==> src/rtl/fetch_prefetch_queue.sv <==
// Instruction-fetch front end: owns the fetch PC, issues request/grant word fetches and
// buffers in-order responses for decode. Optional same-cycle bypass under FETCH_BYPASS_EN.
module fetch_prefetch_queue #(
  parameter int          DEPTH           = 4,
  parameter int          MAX_OUTSTANDING = 2,
  parameter logic [31:0] RESET_PC        = 32'h0000_0000
) (
  input  logic        i_clk,
  input  logic        i_rst,
  input  logic        i_redirect,
  input  logic [31:0] i_redirect_pc,
  input  logic        i_f_en_pc,
  output logic        o_imem_req,
  output logic [31:0] o_imem_addr,
  input  logic        i_imem_gnt,
  input  logic        i_imem_rvalid,
  input  logic [31:0] i_imem_rdata,
  output logic        o_valid,
  output logic [31:0] o_instr,
  output logic [31:0] o_pc,
  output logic [31:0] o_pc_p_4
);

  localparam int          AW      = $clog2(DEPTH);
  localparam int          CW      = AW + 1;
  localparam logic [31:0] NOP     = 32'h0000_0013;
  localparam logic [CW-1:0] DEPTH_C = CW'(DEPTH);
  localparam logic [CW-1:0] MAX_C   = CW'(MAX_OUTSTANDING);

  logic [31:0]   fpc;
  logic [31:0]   pc_mem  [DEPTH];
  logic [31:0]   ins_mem [DEPTH];
  logic [31:0]   tag_mem [DEPTH];
  logic [AW-1:0] rd_ptr, wr_ptr, tag_rd, tag_wr;
  logic [CW-1:0] cnt, out_cnt, dsc_cnt;
  logic [CW:0]   credit;

  logic grant, rsp, keep, byp, push, take, pop_fifo;
  logic        vld_p0;
  logic [31:0] pc_p0, ins_p0;

  // Credit counts buffered entries plus live (non-discarded) responses still in flight,
  // so every response that will be kept already owns a FIFO slot.
  assign credit      = {1'b0, cnt} + {1'b0, out_cnt} - {1'b0, dsc_cnt};
  assign o_imem_req  = !i_rst && !i_redirect && (out_cnt < MAX_C) && (credit < {1'b0, DEPTH_C});
  assign o_imem_addr = fpc;

  assign grant = o_imem_req && i_imem_gnt;
  assign rsp   = i_imem_rvalid && (out_cnt != '0);
  assign keep  = rsp && !i_redirect && (dsc_cnt == '0);

`ifdef FETCH_BYPASS_EN
  assign byp = keep && (cnt == '0);
`else
  assign byp = 1'b0;
`endif

  // Head stage: FIFO head, or the arriving response when bypassing an empty queue
  always_comb begin
    vld_p0 = (cnt != '0) || byp;
    pc_p0  = (cnt != '0) ? pc_mem[rd_ptr]  : tag_mem[tag_rd];
    ins_p0 = (cnt != '0) ? ins_mem[rd_ptr] : i_imem_rdata;
  end

  assign take     = vld_p0 && i_f_en_pc && !i_redirect;
  assign pop_fifo = take && (cnt != '0);
  assign push     = keep && !(byp && i_f_en_pc);

  assign o_valid  = vld_p0;
  assign o_instr  = vld_p0 ? ins_p0 : NOP;
  assign o_pc     = vld_p0 ? pc_p0 : 32'h0;
  assign o_pc_p_4 = vld_p0 ? (pc_p0 + 32'd4) : 32'h0;

  always_ff @(posedge i_clk) begin
    if (i_rst) begin
      fpc     <= RESET_PC;
      rd_ptr  <= '0;
      wr_ptr  <= '0;
      tag_rd  <= '0;
      tag_wr  <= '0;
      cnt     <= '0;
      out_cnt <= '0;
      dsc_cnt <= '0;
    end else begin
      if (grant) tag_wr <= tag_wr + 1'b1;
      if (rsp)   tag_rd <= tag_rd + 1'b1;
      out_cnt <= out_cnt + CW'(grant) - CW'(rsp);
      if (i_redirect) begin
        fpc     <= {i_redirect_pc[31:2], 2'b00};
        dsc_cnt <= out_cnt - CW'(rsp);
        rd_ptr  <= '0;
        wr_ptr  <= '0;
        cnt     <= '0;
      end else begin
        if (grant) fpc <= fpc + 32'd4;
        if (rsp && (dsc_cnt != '0)) dsc_cnt <= dsc_cnt - 1'b1;
        if (push)     wr_ptr <= wr_ptr + 1'b1;
        if (pop_fifo) rd_ptr <= rd_ptr + 1'b1;
        cnt <= cnt + CW'(push) - CW'(pop_fifo);
      end
    end
  end

  // Storage stage: tag queue of granted addresses and the {pc, instr} FIFO
  always_ff @(posedge i_clk) begin
    if (grant) tag_mem[tag_wr] <= fpc;
    if (push) begin
      pc_mem[wr_ptr]  <= tag_mem[tag_rd];
      ins_mem[wr_ptr] <= i_imem_rdata;
    end
  end

  a_no_orphan_rvalid: assert property (@(posedge i_clk) disable iff (i_rst)
    i_imem_rvalid |-> (out_cnt != '0));

endmodule
==> config.mk <==
export PLATFORM = sky130hd
export DESIGN_NAME = fetch_prefetch_queue
export DESIGN_NICKNAME = d
export VERILOG_FILES = /design/src/rtl/fetch_prefetch_queue.sv
export SDC_FILE = /design/constraint.sdc
export NUM_CORES = 1
export LEC_CHECK = 0
export BUFFER_PORTS_ARGS = -buffer_cell sky130_fd_sc_hd__buf_2
export CAP_MARGIN = 20
export CORE_MARGIN = 4
export CORE_UTILIZATION = 59
export CTS_CLUSTER_SIZE = 24
export DETAILED_ROUTE_END_ITERATION = 8
export PLACE_DENSITY = 0.79
export SETUP_SLACK_MARGIN = 0.4
export SLEW_MARGIN = 20
export SYNTH_ARGS = -nofsm -noshare
export SYNTH_HDL_FRONTEND = slang
export SYNTH_SLANG_ARGS = --single-unit
==> constraint.sdc <==
create_clock -name i_clk -period 4.5 [get_ports i_clk]
set_clock_uncertainty 0.1 [all_clocks]
set_input_delay 0.225 -clock i_clk [delete_from_list [all_inputs] [get_ports i_clk]]
set_output_delay 0.225 -clock i_clk [all_outputs]
set_load 0.05 [all_outputs]
==> flow_metrics.py <==
metrics = {
    "floorplan": {
        "die_y_um": 182.0,
        "fp.dieW_um": 182.0,
        "fp.dieArea_um2": 33130,
        "io_pins": 200,
        "fp-row-count": 63,
        "coreArea_um2": 29720,
        "start_util_pct": 60.12,
    },
    "power": {
        "power-per-cell-area_nw_per_um2": 465.2,
        "ir_drop_uv": 347.4,
        "seq_power_share_pct": 46.3,
        "netSwitchingFraction_pct": 25.97,
        "internal_power_uw": 7382,
        "clock_power_share_pct": 37.0,
        "finalPower_uw": 9971,
        "combPwrFrac_pct": 16.7,
        "static-leakage-power_uw": 0.007541,
        "switchingPower_uw": 2589,
    },
    "sta": {
        "fin_tns_setup_ns": 0,
        "setup_violations": 0,
        "period_needed_ns": 3.894,
        "timing.final.hold_violations": 0,
        "fmaxAchievable_mhz": 256.8,
        "actual_transition_at_the_worst_max_transition_pin_ns": 0.7928,
        "setup_repair_after_global_routing_missed_its_margin": "no",
        "worst_slack_ns": 0.6056,
        "layout_worst_path_cycle_share_pct": 86.54,
        "slew_violations": 0,
        "worst_hold_check_slack_ns": 0.1312,
        "max_slew_margin_pct": 47.15,
    },
    "synth": {
        "synthDominantAreaCellType": "edfxtp_1",
        "ys_types": 67,
        "post-synth-top-area-fraction_pct": 61.86,
        "avgSynthCellArea_um2": 16.12,
        "netlist_area_um2": 17860,
        "synth-edff-count": 368,
        "async_flop_share_pct": 0,
        "yosys_warnings": 0,
        "synthTopCellsByArea": "edfxtp_1 62%, mux4_2 9.8%, dfxtp_1 5.7%, and2_1 2.6%, mux4_1 2.1%",
        "synth-seq-cells": 419,
        "synth-seq-area-share_pct": 67.57,
        "post_synth_inst_count": 1108,
        "postSynth.topFlopCell": "edfxtp_1",
    },
    "critical_path": {
        "critical_path.reg2reg.endpoint": "out_cnt[2]",
        "critPathMaxFanout": 23,
        "reg2reg_slack_ns": 0.91,
        "worst_path_max_delay_cell": "or4_1",
        "max_stage_delay_ns": 0.58,
        "cp-end-kind": "primary output",
        "start_kind": "register",
        "timing_worst_setup_path_type": "reg -> out",
        "worst-r2r-cell-count": 14,
        "critical-path-top-delay-family": "simple AND/OR/NAND/NOR gates",
        "cp_data_required_time_ns": 4.18,
        "cp_cell_sequence": "buf_6, mux4_1, nand3_2, nor2_1, o2111ai_4, or4_1, a21oi_1, buf_2",
        "worst_ep_arrival_time_ns": 3.57,
        "critical_path_buf_inv_count": 2,
        "beginning_of_the_worst_register_to_register_path": "cnt[1]",
    },
    "drt": {
        "dr.pass1.iters": 7,
        "finalWirelength_um": 39810,
        "met2_length_um": 20110,
        "met1_length_um": 15820,
        "drcViolationCount": 0,
        "detail-route-antenna-nets": 0,
        "top_layer_used": "met4",
        "dr.first_iter.drc_count": 1076,
        "vias": 10930,
        "detail_route.wl_per_cell_um": 22.10,
        "via_per_inst": 6.067,
        "wl_met3_um": 3110,
    },
    "final_layout": {
        "final_net_count": 1474,
        "num_antenna_cells": 0,
        "area_growth_pct": 19.98,
        "n_fill_cell": 1797,
        "layout-drive-gt1-share_pct": 28.07,
        "fin_util_pct": 72.13,
    },
    "placement": {
        "dp.final_hpwl_um": 23720,
        "pre_cts_slack_ns": 0.8015,
        "finalWeightedCongestion": 0.8561,
        "port_buffers": 191,
    },
    "clocking": {
        "clk_pin_slew_ns": 0.06,
        "cts-htree-levels": 2,
        "cts_num_sinks": 419,
        "cts_tree": "done",
        "cts-root-buf": "clkbuf_16",
        "clock_latency_ns": 0.52,
        "numCtsBuffers": 43,
        "clk_path_buf_depth": 3,
    },
    "hold_path": {
        "hp-class": "in -> reg",
        "min_delay_worst_endpoint": "rd_ptr[0]",
        "min_from": "i_f_en_pc",
        "min_delay_path_depth": 4,
    },
    "run_status": {
        "run_status": "finished clean",
    },
    "global_routing": {
        "overflow": 0,
        "grt_max_degree": 63,
        "grt_antenna_before_repair": 0,
        "grt_first_pass_wirelength_um": 62710,
        "global_route.usage.total_pct": 24.07,
        "number_of_global_route_vias_before_repair": 11130,
    },
    "flow_run": {
        "cap_violations": 0,
    },
}
-- synthesized netlist by cell type (all sizes together) (7+ instances only) --
master and count:
o21ai 32, nand4 24, a32oi 7, a22oi 9
xor2 17, buf 28, a31oi 12, inv 37
nor2 62, nor3 15, clkbuf 33, or3 12
a21oi 46, mux4 92, ha 22, nand2 41
xnor2 15, edfxtp 368, dfxtp 51, nand3 34
and2 74
-- logic make-up after synthesis --
| kind of cell | count (synthesis) | share of synthesized area (%) |
|---|---|---|
| simple gates | 296 | 8.853 |
| mux | 102 | 12.49 |
| xor+xnor | 32 | 1.569 |
| compound gates | 133 | 4.756 |
| flops | 419 | 67.57 |
| fa+ha+maj | 26 | 1.989 |
| other cells | 1 | 0.02099 |
| buf+inv | 99 | 2.752 |
-- flip-flops by register name, indices dropped and copies added, names as in the netlist, named ones only --
signal	cells
pc_mem	120
tag_rd	2
out_cnt	3
rd_ptr	2
dsc_cnt	3
ins_mem	128
tag_wr	2
cnt	3
tag_mem	120
o_imem_addr	30
wr_ptr	2
-- tightest hold or removal path, delay by kind of cell --
kind	cells	cell delay (ns)
buf+inv	1	0.09
simple gates	2	0.25
xor+xnor	1	0.15
-- worst max-delay path by stage --
stage / to / slack [ns] / cells past startpoint
after floorplan: o_pc_p_4[20] / 0.49 / 13
after global placement: o_pc_p_4[28] / 0.86 / 10
after detailed placement: o_pc_p_4[28] / 0.80 / 10
after CTS: o_pc_p_4[31] / 0.41 / 8
after global routing: o_pc_p_4[29] / 0.41 / 9
final: o_pc_p_4[23] / 0.61 / 8
-- placed cells by master, fill, tap and decap left out, drive strengths merged, types with 12 or more instances in the layout --
| master | synthesis | layout |
|---|---|---|
| nand4 | 24 | 24 |
| inv | 37 | 40 |
| dlygate4sd3 | 0 | 64 |
| a21oi | 46 | 46 |
| dfxtp | 51 | 51 |
| clkinv | 1 | 18 |
| nor3 | 15 | 15 |
| and2 | 74 | 74 |
| nand2 | 41 | 41 |
| nor2 | 62 | 62 |
| edfxtp | 368 | 368 |
| a31oi | 12 | 12 |
| clkbuf | 33 | 48 |
| o21ai | 32 | 32 |
| mux4 | 92 | 92 |
| ha | 22 | 22 |
| nand3 | 34 | 34 |
| or3 | 12 | 12 |
| xnor2 | 15 | 15 |
| xor2 | 17 | 17 |
| buf | 28 | 217 |
-- per-stage QoR --
step | std cells | cell area (um2)
5_1_grt | 1801 | 21430
6_report | 1801 | 21430
3_3_place_gp | 1656 | 19240
4_1_cts | 1799 | 21390
3_5_place_dp | 1656 | 19240
2_1_floorplan | 1113 | 17900
-- layout make-up --
class,count,area (um2),area share [%]
Multi-Input combinational cell,595,5374,25.07
Clock buffer,48,1095,5.108
Clock inverter,30,377.9,1.763
Timing Repair Buffer,281,1877,8.756
Inverter,38,142.6,0.6655
Tap cell,390,488.0,2.277
Sequential cell,419,12080,56.36
-- layer usage --
layer / up-vias / GRT usage, %
met5: - / 0
met2: 517 / 40.91
met3: 69 / 3.726
li1: 4853 / -
met4: 0 / 5.224
met1: 5487 / 33.56
-- power groups by stage --
stage | registers [uW] | logic [uW] | clock network, uW
2_1_floorplan | 4710 | 1150 | 0
3_3_place_gp | 4680 | 1540 | 0
3_5_place_dp | 4690 | 1580 | 0
4_1_cts | 4620 | 1660 | 3740
5_1_grt | 4630 | 1800 | 3930
6_report | 4620 | 1660 | 3690
-- timing repair --
item,in CTS,in global routing
setup buffers,1,2
resized for setup,3,8
pin swaps,0,1
endpoints found under the hold margin,159,0
endpoints found under the setup margin,13,13
hold buffers,64,0
Note: power is estimated with default switching activity, not from simulation.
